File: config.mk
export PLATFORM = sky130hd
export DESIGN_NAME = wb_arbiter
export DESIGN_NICKNAME = d
export VERILOG_FILES = /design/src/rtl/wb_arbiter.sv
export SDC_FILE = /design/constraint.sdc
export NUM_CORES = 1
export LEC_CHECK = 0
export ABC_AREA = 1
export CAP_MARGIN = 0
export CORE_MARGIN = 2
export CORE_UTILIZATION = 52
export CTS_BUF_LIST = sky130_fd_sc_hd__clkbuf_2
export DETAILED_ROUTE_END_ITERATION = 10
export PLACE_DENSITY = 0.76
export SYNTH_ARGS = -nofsm -noshare
export SYNTH_HDL_FRONTEND = slang
export SYNTH_SLANG_ARGS = --single-unit
File: constraint.sdc
create_clock -name clk_in -period 7 [get_ports clk_in]
set_clock_uncertainty 0.2 [all_clocks]
set_input_delay 1.75 -clock clk_in [delete_from_list [all_inputs] [get_ports clk_in]]
set_output_delay 1.75 -clock clk_in [all_outputs]
set_load 0.05 [all_outputs]
File: src/rtl/wb_arbiter.sv
// wb_arbiter: writeback arbiter in front of the ROB result port.
// Each requester owns a 2-deep {rob_idx, value} queue; one queue head is drained per
// cycle onto a registered writeback bus (cdb_*). Default scheduling is round-robin.
// Build option: define WB_ARB_FIXED_PRIO_EN for fixed priority (requester 0 highest,
// no round-robin pointer).
`ifndef ROB_SIZE_BIT
`define ROB_SIZE_BIT 5
`endif

module wb_arbiter #(
    parameter int NUM_REQ = 3,
    parameter int IDX_W   = `ROB_SIZE_BIT
) (
    input  logic                     clk_in,
    input  logic                     rst_in,
    input  logic                     rdy_in,
    input  logic                     clear,
    input  logic [NUM_REQ-1:0]       req_valid,
    output logic [NUM_REQ-1:0]       req_ready,
    input  logic [NUM_REQ*IDX_W-1:0] req_rob_idx,
    input  logic [NUM_REQ*32-1:0]    req_value,
    output logic                     cdb_valid,
    output logic [IDX_W-1:0]         cdb_rob_idx,
    output logic [31:0]              cdb_value,
    output logic [1:0]               cdb_src
);

    localparam int FIFO_DEPTH = 2;

    // An edge "advances" only when not paused and not flushing.
    logic                     advance;
    logic [3:0]               nonempty;
    logic [NUM_REQ*IDX_W-1:0] head_idx;
    logic [NUM_REQ*32-1:0]    head_val;
    logic                     grant_valid;
    logic [1:0]               grant_idx;
    logic [IDX_W-1:0]         grant_rob_idx;
    logic [31:0]              grant_value;

    logic                     cdb_valid_q, cdb_valid_d;
    logic [IDX_W-1:0]         cdb_rob_idx_q, cdb_rob_idx_d;
    logic [31:0]              cdb_value_q, cdb_value_d;
    logic [1:0]               cdb_src_q, cdb_src_d;

    assign advance = rdy_in && !clear;

    genvar gi;

    // Per-requester queues.
    for (gi = 0; gi < NUM_REQ; gi++) begin : g_q
        logic [IDX_W-1:0] idx_mem_q [FIFO_DEPTH];
        logic [IDX_W-1:0] idx_mem_d [FIFO_DEPTH];
        logic [31:0]      val_mem_q [FIFO_DEPTH];
        logic [31:0]      val_mem_d [FIFO_DEPTH];
        logic             wptr_q, wptr_d;
        logic             rptr_q, rptr_d;
        logic [1:0]       count_q, count_d;
        logic             push;
        logic             pop;

        // Readiness looks only at the current count, so a full queue never
        // accepts on the same edge it pops; reset forces it low.
        assign req_ready[gi] = rst_in && advance && (count_q != 2'd2);
        assign push          = req_valid[gi] && req_ready[gi];
        assign pop           = advance && grant_valid && (grant_idx == 2'(gi));
        assign nonempty[gi]  = (count_q != 2'd0);
        assign head_idx[gi*IDX_W +: IDX_W] = idx_mem_q[rptr_q];
        assign head_val[gi*32 +: 32]       = val_mem_q[rptr_q];

        // Next queue state: flush empties it, push/pop move their own pointers.
        always_comb begin
            idx_mem_d = idx_mem_q;
            val_mem_d = val_mem_q;
            wptr_d    = wptr_q;
            rptr_d    = rptr_q;
            count_d   = count_q;
            if (rdy_in && clear) begin
                wptr_d  = 1'b0;
                rptr_d  = 1'b0;
                count_d = 2'd0;
            end else begin
                if (push) begin
                    idx_mem_d[wptr_q] = req_rob_idx[gi*IDX_W +: IDX_W];
                    val_mem_d[wptr_q] = req_value[gi*32 +: 32];
                    wptr_d            = ~wptr_q;
                end
                if (pop) begin
                    rptr_d = ~rptr_q;
                end
                if (push && !pop) begin
                    count_d = count_q + 2'd1;
                end else if (!push && pop) begin
                    count_d = count_q - 2'd1;
                end
            end
        end

        // Queue state register.
        always_ff @(posedge clk_in or negedge rst_in) begin
            if (!rst_in) begin
                wptr_q  <= 1'b0;
                rptr_q  <= 1'b0;
                count_q <= 2'd0;
                for (int k = 0; k < FIFO_DEPTH; k++) begin
                    idx_mem_q[k] <= '0;
                    val_mem_q[k] <= '0;
                end
            end else begin
                wptr_q    <= wptr_d;
                rptr_q    <= rptr_d;
                count_q   <= count_d;
                idx_mem_q <= idx_mem_d;
                val_mem_q <= val_mem_d;
            end
        end
    end

    // Unused upper scan slots always read as empty.
    for (gi = NUM_REQ; gi < 4; gi++) begin : g_pad
        assign nonempty[gi] = 1'b0;
    end

`ifdef WB_ARB_FIXED_PRIO_EN
    // Fixed priority: lowest-numbered non-empty queue wins.
    always_comb begin
        grant_valid = 1'b0;
        grant_idx   = 2'd0;
        for (int k = NUM_REQ - 1; k >= 0; k--) begin
            if (nonempty[2'(k)]) begin
                grant_valid = 1'b1;
                grant_idx   = 2'(k);
            end
        end
    end
`else
    logic [1:0] rr_q, rr_d;
    logic [2:0] scan;

    // Round-robin: first non-empty queue scanning rr, rr+1, ... modulo NUM_REQ.
    always_comb begin
        grant_valid = 1'b0;
        grant_idx   = 2'd0;
        scan        = 3'd0;
        for (int k = 0; k < NUM_REQ; k++) begin
            scan = {1'b0, rr_q} + 3'(k);
            if (scan >= 3'(NUM_REQ)) begin
                scan = scan - 3'(NUM_REQ);
            end
            if (!grant_valid && nonempty[scan[1:0]]) begin
                grant_valid = 1'b1;
                grant_idx   = scan[1:0];
            end
        end
    end

    // Pointer moves past the winner; flush restarts the scan at requester 0.
    always_comb begin
        rr_d = rr_q;
        if (rdy_in && clear) begin
            rr_d = 2'd0;
        end else if (advance && grant_valid) begin
            rr_d = (grant_idx == 2'(NUM_REQ - 1)) ? 2'd0 : grant_idx + 2'd1;
        end
    end

    // Round-robin pointer register.
    always_ff @(posedge clk_in or negedge rst_in) begin
        if (!rst_in) begin
            rr_q <= 2'd0;
        end else begin
            rr_q <= rr_d;
        end
    end
`endif

    // Select the winning queue's head entry.
    always_comb begin
        grant_rob_idx = '0;
        grant_value   = '0;
        for (int k = 0; k < NUM_REQ; k++) begin
            if (grant_idx == 2'(k)) begin
                grant_rob_idx = head_idx[k*IDX_W +: IDX_W];
                grant_value   = head_val[k*32 +: 32];
            end
        end
    end

    // Writeback bus next state: data fields hold when there is no winner.
    always_comb begin
        cdb_valid_d   = cdb_valid_q;
        cdb_rob_idx_d = cdb_rob_idx_q;
        cdb_value_d   = cdb_value_q;
        cdb_src_d     = cdb_src_q;
        if (rdy_in) begin
            if (clear) begin
                cdb_valid_d = 1'b0;
            end else begin
                cdb_valid_d = grant_valid;
                if (grant_valid) begin
                    cdb_rob_idx_d = grant_rob_idx;
                    cdb_value_d   = grant_value;
                    cdb_src_d     = grant_idx;
                end
            end
        end
    end

    // Writeback bus register.
    always_ff @(posedge clk_in or negedge rst_in) begin
        if (!rst_in) begin
            cdb_valid_q   <= 1'b0;
            cdb_rob_idx_q <= '0;
            cdb_value_q   <= '0;
            cdb_src_q     <= 2'd0;
        end else begin
            cdb_valid_q   <= cdb_valid_d;
            cdb_rob_idx_q <= cdb_rob_idx_d;
            cdb_value_q   <= cdb_value_d;
            cdb_src_q     <= cdb_src_d;
        end
    end

    assign cdb_valid   = cdb_valid_q;
    assign cdb_rob_idx = cdb_rob_idx_q;
    assign cdb_value   = cdb_value_q;
    assign cdb_src     = cdb_src_q;

endmodule

==> results of run 1 <==
-- synth_stat cells, types with 6 or more instances --
library cell	instances
buf_2	33
buf_4	6
buf_6	10
clkbuf_1	31
dfrtp_1	276
inv_1	130
inv_2	8
mux2_1	34
mux2_2	69
nand2_1	407
nand2_2	7
nand3_1	121
o211ai_1	34
o21ai_0	192
o21ai_1	8
-- registers in the layout, summed over array words and instances, names as in the netlist --
signal,flops
cdb_rob_idx,5
cdb_src,2
cdb_valid,1
cdb_value,32
g_q.count_q,6
g_q.idx_mem_q,30
g_q.rptr_q,3
g_q.val_mem_q,192
g_q.wptr_q,3
rr_q,2
-- where the power goes --
group          total, W  switching [W]  internal, W
Clock           0.00111       0.000641     0.000464
Combinational   0.00307        0.00205      0.00102
Sequential      0.00251       0.000304      0.00221
-- worst min path at each step --
| stage | start | end | slack (ps) |
|---|---|---|---|
| finish | g_q[2].val_mem_q[37] | g_q[2].val_mem_q[37] | 270 |
| global route | g_q[2].val_mem_q[37] | g_q[2].val_mem_q[37] | 300 |
| global placement | g_q[2].val_mem_q[37] | g_q[2].val_mem_q[37] | 250 |
| detailed placement | g_q[2].val_mem_q[37] | g_q[2].val_mem_q[37] | 260 |
| floorplan | g_q[0].val_mem_q[35] | g_q[0].val_mem_q[35] | 240 |
| CTS | g_q[2].val_mem_q[37] | g_q[2].val_mem_q[37] | 280 |
-- cell usage in the layout, fill, tap and decap left out, types with 9 or more instances in the layout --
cell	instances
clkbuf_2	104
nand3_1	121
nand2_1	407
mux2_2	69
o21ai_0	192
mux2_1	34
clkdlybuf4s50_1	159
dfrtp_1	273
inv_1	130
inv_2	11
o211ai_1	34
buf_4	9
-- cell type report --
type | count | area (sq um)
Multi-Input combinational cell | 913 | 4996
Antenna cell | 3 | 7.507
Tap cell | 324 | 405.4
Inverter | 138 | 518.0
Sequential cell | 276 | 6910
Clock inverter | 14 | 108.9
Fill cell | 2083 | 9159
Timing Repair Buffer | 170 | 1694
Clock buffer | 104 | 520.5
-- worst max-delay path: stages --
cell and delay [ps]:
clkdlybuf4s50_1 490, inv_2 50, nor2_2 110, nand2_1 140, a21oi_2 180, clkdlybuf4s50_1 820
-- cell families after synthesis --
kind of cell,count (synthesis),share of synthesized area
AO/OA/AOI/OAI,241,0.1018
XOR/XNOR,5,0.003409
multiplexers,103,0.09026
AND/OR/NAND/NOR,559,0.1866
buffers and inverters,222,0.07566
adder cells (fa/ha/maj),5,0.004869
flip-flops,276,0.5375
-- metrics by stage --
| step | worst slack [ps] | power, W |
|---|---|---|
| after floorplan | 2562 | 0.004739 |
| after global placement | 1537 | 0.005515 |
| after detailed placement | 1506 | 0.005602 |
| after CTS | 1500 | 0.006724 |
| after global routing | 1446 | 0.007201 |
| final | 1517 | 0.006688 |
-- layer usage --
| metal | up-vias | wire [um] | track usage |
|---|---|---|---|
| met5 | - | 0 | 0 |
| met4 | 0 | 994 | 0.1112 |
| met3 | 62 | 2281 | 0.05598 |
| met2 | 356 | 14120 | 0.3681 |
| met1 | 4973 | 14730 | 0.3675 |
| li1 | 4934 | - | - |
==> flow_metrics.tcl, run 1 <==
set metrics [dict create \
    outcome "finished clean" \
    synth_edf_count 0 \
    tightest_slew_ps 1216 \
    worstHoldPathType "reg -> reg" \
    die_area_sq_mm 0.02598 \
    ctsHoldBuffers 0 \
    crit_end "req_ready[1]" \
    wire_per_inst_um 16.54 \
    crit_path_start "rdy_in" \
    core-area_sq_mm 0.02432 \
    die_w_um 161.2 \
    fin_crit_ps 5483 \
    p_leak_nw 7.183 \
    via_per_inst 5.317 \
    cts_tree "built" \
    r2r-start "rr_q[0]" \
    grt_pass1_wl_um 51950 \
    slew_headroom 0.1894 \
    yosys-top-cells-area "dfrtp_1 (54%), nand2_1 (12%), o21ai_0 (7.5%), mux2_2 (6.0%), nand3_1 (4.7%)" \
    area_growth_pct 17.98 \
    num_rows 57 \
    detail-route-antenna-nets 0 \
    ys_seq_area_frac 0.5375 \
    syn_inst 1411 \
    ys_seq_elements 276 \
    antenna_found_initial 3 \
    r2r_setup_slack_ps 2880 \
    yosys_most_used_dff "dfrtp_1" \
    ctsLongestPathBuffers 3 \
    final-max-slew-violation-count 0 \
    htreeDepth 3 \
    r2r_end "g_q[0].count_q[1]" \
    post_cts_resized 0 \
    synth_cell_types 30 \
    fin_crit_sh 0.7833 \
    ios 161 \
    dr.pass1.iters 5 \
    drt_iter0_markers 802 \
    wl_um 32120 \
    rsz0062_at_grt "no" \
    cp_max_fo 3 \
    yosysWarnings 0 \
    gp_congestion 0.8200 \
    placed_area_sq_mm 0.01452 \
    synth_area_leader_cell "dfrtp_1" \
    grt_remaining_overflow 0 \
    synth-async-reset-ratio 1.000 \
    numCtsBuffers 72 \
    cap_violations 0 \
    synth_top_cell_area_share 0.5375 \
    ir_drop_mv 0.3070 \
    first_global_vias 10104 \
    vias 10325 \
    clock_latency_ps 820 \
    fin_util 0.6234 \
    root_buffer "clkbuf_2" \
    grt_max_degree 164 \
    timing.hold.ws_ps 273.3 \
    dp_cells 1821 \
    fin_area_sq_mm 0.01516 \
    min_delay_path_depth 2 \
    drive_gt1_frac 0.1430 \
    cts_setup_buffers 0 \
    hold_viol_final 0 \
    remaining_drc_errors 0 \
    cts.sink_count 276 \
    critPathArrivalTime_ps 3530 \
    syn_area_sq_mm 0.01285 \
    synth.net_count 1534 \
    fin_nets 1694 \
    crit_type "in -> out" \
    reg2regPathDepth 15 \
    startpoint_type "input pin" \
    powerDensity_mw_per_mm2 441.1 \
    track_usage 0.2533 \
    port_buffers 160 \
    cts.clk_slew.worst_paths_ps 80 \
    start_util 0.5284 \
    worst_setup_path_end_kind "output port" \
    synth_area_per_cell_sq_um 9.107 \
    tns_ps 0 \
    hpwl_um 20880 \
    cp_data_required_time_ps 5050 \
    fmax_ghz 0.1824 \
    die_h_um 161.2 \
    setup_viol_count_final 0 \
    fin_cells 1942 \
]
Note: power is estimated with default switching activity, not from simulation.
==> inputs of run 2 (changes only) <==
Settings changed: PLACE_DENSITY 0.76 to 0.78.
Clock period 7 ns to 4.75 ns, I/O delays scaled along.
==> run 2 against run 1 <==
Compared with the run above:
- global-route usage rose by 0.16 points
- first-iteration DRC count rose by 8.5%
- cell count up 0.77%
- hold slack improved by 6.4 ps
- critical path depth down 1
- sequential cell count stayed put
- setup slack got worse by 840 ps
- sequential power increased by 52%
- register-to-register slack worse by 1600 ps
- non-clock buffer count is 8 higher
- final area rose by 0.69%
- combinational power increased by 46%
- largest cell class unchanged
==> flow_metrics.tcl, run 2 (synthesis results as in run 1) <==
set metrics [dict create \
    fin_cells 1957 \
    final-max-slew-violation-count 0 \
    hpwl_um 21200 \
    root_buffer "clkbuf_2" \
    fin_nets 1703 \
    ios 161 \
    cts_setup_buffers 0 \
    pwr-share-comb 0.451 \
    gp_congestion 0.8454 \
    cp_data_required_time_ps 3360 \
    powerDensity_mw_per_mm2 650.3 \
    top_register "g_q.val_mem_q" \
    start_util 0.5284 \
    reg2regPathDepth 15 \
    worst_setup_path_end_kind "output port" \
    p_leak_nw 7.261 \
    startpoint_type "input pin" \
    multi_input_area_sq_mm 0.004996 \
    ir_drop_mv 0.4222 \
    drt_iter0_markers 870 \
    cts_tree "built" \
    grt_remaining_overflow 0 \
    numCtsBuffers 73 \
    die_w_um 161.2 \
    layout_commonest_cell "nand2_1" \
    slew_headroom 0.1940 \
    p_int_w 0.005459 \
    via_per_inst 5.296 \
    sw_frac_of_total 0.4501 \
    max_stage_delay_ps 560 \
    tns_ps 0 \
    grt_max_degree 76 \
    critPathArrivalTime_ps 2690 \
    die_h_um 161.2 \
    first_global_vias 10315 \
    crit_family "buffers and inverters" \
    placed_area_sq_mm 0.01461 \
    rsz0062_at_grt "no" \
    crit_type "in -> out" \
    setup_viol_count_final 0 \
    power_switching_w 0.004469 \
    cp_num_buf_inv 3 \
    crit_cells 5 \
    num_rows 57 \
    cts.sink_count 276 \
    fmax_ghz 0.2454 \
    worstHoldPathType "reg -> reg" \
    hold_viol_final 0 \
    track_usage 0.2549 \
    dr.pass1.iters 5 \
    area_growth_pct 18.80 \
    remaining_drc_errors 0 \
    fin_crit_sh 0.8580 \
    fin_util 0.6277 \
    ctsLongestPathBuffers 3 \
    core-area_sq_mm 0.02432 \
    fillers 2064 \
    port_buffers 160 \
    tightest_slew_ps 1209 \
    dp_cells 1828 \
    detail-route-antenna-nets 0 \
    antenna_found_initial 3 \
    setup_ws_ps 674.4 \
    largest_reg_flops 192 \
    drive_gt1_frac 0.1533 \
    wl_um 32340 \
    cp_slowest_cell "dlygate4sd3_1" \
    htreeDepth 3 \
    fin_crit_ps 4076 \
    die_area_sq_mm 0.02598 \
    outcome "finished clean" \
    min_delay_path_depth 2 \
    vias 10364 \
    cts.clk_slew.worst_paths_ps 100 \
    fin_area_sq_mm 0.01527 \
    grt_pass1_wl_um 52370 \
    power_frac_clock 0.166 \
    clock_latency_ps 830 \
    mostFrequentLayoutCells "nand2_1 (407), dfrtp_1 (273), o21ai_0 (192)" \
    wire_per_inst_um 16.52 \
    dp_slack_ps 970.8 \
    crit_chain "dlygate4sd3_1 > buf_8 > nand2_1 > a21oi_2 > buf_12" \
    cp_max_fo 45 \
    seqCellArea_sq_mm 0.006910 \
    cap_violations 0 \
    pwr-share-seq 0.383 \
]
==> run 2: changes by cell type in the layout (fill, tap and decap cells not counted) <==
cell / delta
diode_2: -1
clkbuf_2: +9
dlygate4sd3_1: +1
bufinv_16: -1
buf_4: +7
buf_12: +3
clkdlybuf4s50_1: -3
inv_2: +1
clkinv_1: -1
==> run 2: stage by stage <==
stage | total power [W] | hold WS [ps]
5_1_grt | 0.01067 | 307.3
4_1_cts | 0.009944 | 279.3
3_3_place_gp | 0.008132 | 248.8
2_1_floorplan | 0.006983 | 236.6
3_5_place_dp | 0.008280 | 257.4
6_report | 0.009927 | 279.7
==> run 2: repair_timing <==
action | in CTS | in global routing
endpoints found under the hold margin | 33 | 0
resized for setup | 0 | 0
endpoints found under the setup margin | 0 | 0
hold buffers | 1 | 0
==> run 2: cell type report <==
class	instances	area share
diodes	2	0.0003278
well taps	324	0.02656
inverters	138	0.03393
flip-flops and latches	276	0.4527
clock inverters	13	0.005164
repair buffers	178	0.1170
multi-input cells	913	0.3273
clock buffers	113	0.03705
==> run 2: routing by layer <==
metal / vias to the layer above / share of wire / GRT usage
li1: 4963 / - / -
met1: 4983 / 0.45 / 0.3604
met2: 371 / 0.45 / 0.3767
met3: 47 / 0.082 / 0.06703
met4: 0 / 0.022 / 0.1039
met5: - / 0 / 0
==> run 2: tightest hold or removal path, delay by kind of cell (launching register included) <==
kind	cells	cell delay [ps]
flops	1	350
simple gates	2	100
==> run 2: worst paths after layout <==
kind / startpoint / endpoint / slack, ps
max: rst_in / req_ready[1] / 670
min: g_q[2].val_mem_q[37] / g_q[2].val_mem_q[37] / 280
max reg2reg: rr_q[0] / g_q[1].count_q[1] / 1260
min reg2reg: g_q[2].val_mem_q[37] / g_q[2].val_mem_q[37] / 280
max in group asynchronous: rst_in / g_q[1].val_mem_q[50] / 1940
min in group asynchronous: rst_in / g_q[0].val_mem_q[31] / 630
==> run 2: power groups by stage <==
stage               combinational (W)  clock [W]  sequential (W)
global placement              0.00432          0         0.00381
global route                  0.00494    0.00181         0.00392
finish                        0.00448    0.00164         0.00381
CTS                           0.00446    0.00168         0.00380
detailed placement            0.00443          0         0.00385
floorplan                     0.00286          0         0.00413
==> inputs of run 3 (changes only) <==
Settings changed: ABC_AREA 1 to default, CTS_CLUSTER_DIAMETER from default to 80, PLACE_DENSITY 0.78 to 0.79, SETUP_SLACK_MARGIN from default to 0.05.
==> run 3 against run 2 <==
Compared with the run above:
- via count down 20%
- setup slack worse by 37 ps
- core utilization up 0.87 points
- global-route usage down 2.1 points
- final area down 1.9%
- largest cell class unchanged
==> flow_metrics.tcl, run 3 <==
set metrics [dict create \
    max_stage_delay_ps 560 \
    numCtsBuffers 69 \
    synth_top_family_by_area "multiplexers" \
    hold_viol_final 0 \
    wire_per_inst_um 19.35 \
    detail-route-antenna-nets 0 \
    outcome "finished clean" \
    fmax_ghz 0.2431 \
    wl_um 28580 \
    cp_data_required_time_ps 3360 \
    fillers 1889 \
    multi_input_area_sq_mm 0.005221 \
    yosys-top-cells-area "dfrtp_1 (55%), mux2_2 (20%), mux2i_1 (6.1%), a221o_1 (2.7%), a211oi_1 (2.5%)" \
    cts.sink_count 276 \
    cts_tree "built" \
    rsz0062_at_grt "no" \
    fin_nets 1241 \
    yosys_most_used_dff "dfrtp_1" \
    remaining_drc_errors 0 \
    synth_common_cells "dfrtp_1 (276), mux2_2 (222), mux2i_1 (76)" \
    yosysWarnings 0 \
    drt_iter0_markers 342 \
    cts.clk_slew.worst_paths_ps 80 \
    grt_remaining_overflow 0 \
    port_buffers 160 \
    powerDensity_mw_per_mm2 624.8 \
    syn_inst 936 \
    crit_chain "dlygate4sd3_1 > buf_8 > nand3b_1 > a21oi_1 > buf_12" \
    slew_headroom 0.3314 \
    synth.net_count 1059 \
    htreeDepth 3 \
    timing.hold.ws_ps 303.9 \
    tns_ps 0 \
    mostFrequentLayoutCells "dfrtp_1 (273), mux2_2 (222), clkdlybuf4s50_1 (156)" \
    num_rows 56 \
    synth_xor_area_frac 0.007015 \
    ctsLongestPathBuffers 3 \
    worstHoldPathType "reg -> reg" \
    dr.pass1.iters 4 \
    gp_congestion 0.7944 \
    synth_area_leader_cell "dfrtp_1" \
    ys_seq_elements 276 \
    final-max-slew-violation-count 0 \
    antenna_found_initial 6 \
    start_util 0.5303 \
    layout_commonest_cell "dfrtp_1" \
    startpoint_type "input pin" \
    synth_adder_area_share 0.005011 \
    tightest_slew_ps 1003 \
    synth-async-reset-ratio 1.000 \
    ys_seq_area_frac 0.5532 \
    ios 161 \
    grt_max_degree 81 \
    fin_crit_ps 4113 \
    die_area_sq_mm 0.02527 \
    synth.most_common_cell "dfrtp_1" \
    track_usage 0.2342 \
    syn_area_sq_mm 0.01249 \
    via_per_inst 5.640 \
    ir_drop_mv 0.4675 \
    grt_pass1_wl_um 47090 \
    synth_edf_count 0 \
    cap_violations 0 \
    fin_crit_sh 0.8659 \
    setup_viol_count_final 0 \
    worst_setup_path_end_kind "output port" \
    synth.area.mux_share 0.2611 \
    drive_gt1_frac 0.3128 \
    crit_path_start "rst_in" \
    critPathArrivalTime_ps 2730 \
    die_w_um 159.0 \
    synth_top_cell_area_share 0.5532 \
    r2r-start "rr_q[1]" \
    first_global_vias 9012 \
    core-area_sq_mm 0.02354 \
    synth-simple-area-share 0.05792 \
    synth_cell_types 44 \
    area_growth_pct 20.00 \
    die_h_um 159.0 \
    hpwl_um 18830 \
    cp_slowest_cell "dlygate4sd3_1" \
    root_buffer "clkbuf_2" \
    cp_max_fo 32 \
    synth_compound_area_frac 0.08207 \
    top_register "g_q.val_mem_q" \
    clock_latency_ps 810 \
    crit_type "in -> out" \
    largest_reg_flops 192 \
    seqCellArea_sq_mm 0.006910 \
    vias 8331 \
    p_leak_nw 6.597 \
    synth_area_per_cell_sq_um 13.34 \
    hp-start "g_q[0].val_mem_q[53]" \
]
run 3: cell types whose count changed in the layout (fill, tap and decap cells not counted), sizes merged, moves of 23 or more:
cell	delta
nand2	-404
o211ai	-34
nand3	-124
a21oi	+39
nor3	+38
a211oi	+41
a221o	+34
inv	-130
mux2i	+76
o21ai	-191
mux2	+119
clkbuf	-23
nor2b	+41
run 3: cell type report:
type,count,share of cell area
Antenna cell,4,0.0006681
Clock inverter,17,0.008434
Clock buffer,90,0.03006
Sequential cell,276,0.4612
Timing Repair Buffer,179,0.1223
Inverter,9,0.002255
Tap cell,319,0.02664
Multi-Input combinational cell,583,0.3485
run 3: logic make-up (layout without fill, tap and decap cells):
family	Yosys count	in the layout
AND/OR/NAND/NOR	129	129
multiplexers	298	298
flip-flops	276	276
other	0	4
XOR/XNOR	10	10
adder cells (fa/ha/maj)	5	5
buffers and inverters	77	295
AO/OA/AOI/OAI	141	141
run 3: per-stage QoR:
step                worst slack (ps)  cell area [sq um]  power [W]  utilization  std cells
floorplan                       1031              12490   0.006713            -        936
global placement               778.2              14390   0.007730       0.6111       1365
detailed placement             794.8              14390   0.007883       0.6111       1365
CTS                            635.7              14970   0.009423       0.6360       1473
global route                   516.1              14980   0.009989       0.6363       1476
finish                         637.0              14980   0.009361       0.6364       1477
run 3: routing by layer:
layer,share of wire,vias to the layer above,track usage
li1,-,3832,-
met1,0.42,4219,0.2951
met2,0.50,215,0.3892
met3,0.057,61,0.05965
met4,0.025,4,0.09545
met5,0.0011,-,0
run 3: report_power, final:
group | leakage, nW | internal (W) | total [W] | switching [W]
clock network | 0.436 | 0.000618 | 0.00152 | 0.000905
registers | 3.52 | 0.00323 | 0.00382 | 0.000587
logic | 2.64 | 0.00182 | 0.00402 | 0.00220
total | 6.60 | 0.00567 | 0.00936 | 0.00369
run 3: repair_timing:
| action | CTS | global route |
|---|---|---|
| setup buffers | 0 | 0 |
| resized for setup | 0 | 0 |
| hold buffers | 1 | 0 |
| endpoints found under the hold margin | 28 | 0 |
run 3: worst max-delay path, delay by kind of cell:
kind / cells / cell delay (ps)
AND/OR/NAND/NOR: 1 / 160
buffers and inverters: 3 / 1010
AO/OA/AOI/OAI: 1 / 340
run 3: path summary, 6_finish.rpt:
check / cells past startpoint / endpoint / slack, ps
setup / recovery: 5 / req_ready[2] / 640
hold / removal: 1 / g_q[0].val_mem_q[53] / 300
setup reg to reg: 11 / g_q[1].count_q[1] / 970
hold reg to reg: 1 / g_q[0].val_mem_q[53] / 300
max in group asynchronous: 4 / g_q[1].val_mem_q[18] / 1790
min in group asynchronous: 2 / g_q[1].val_mem_q[35] / 620
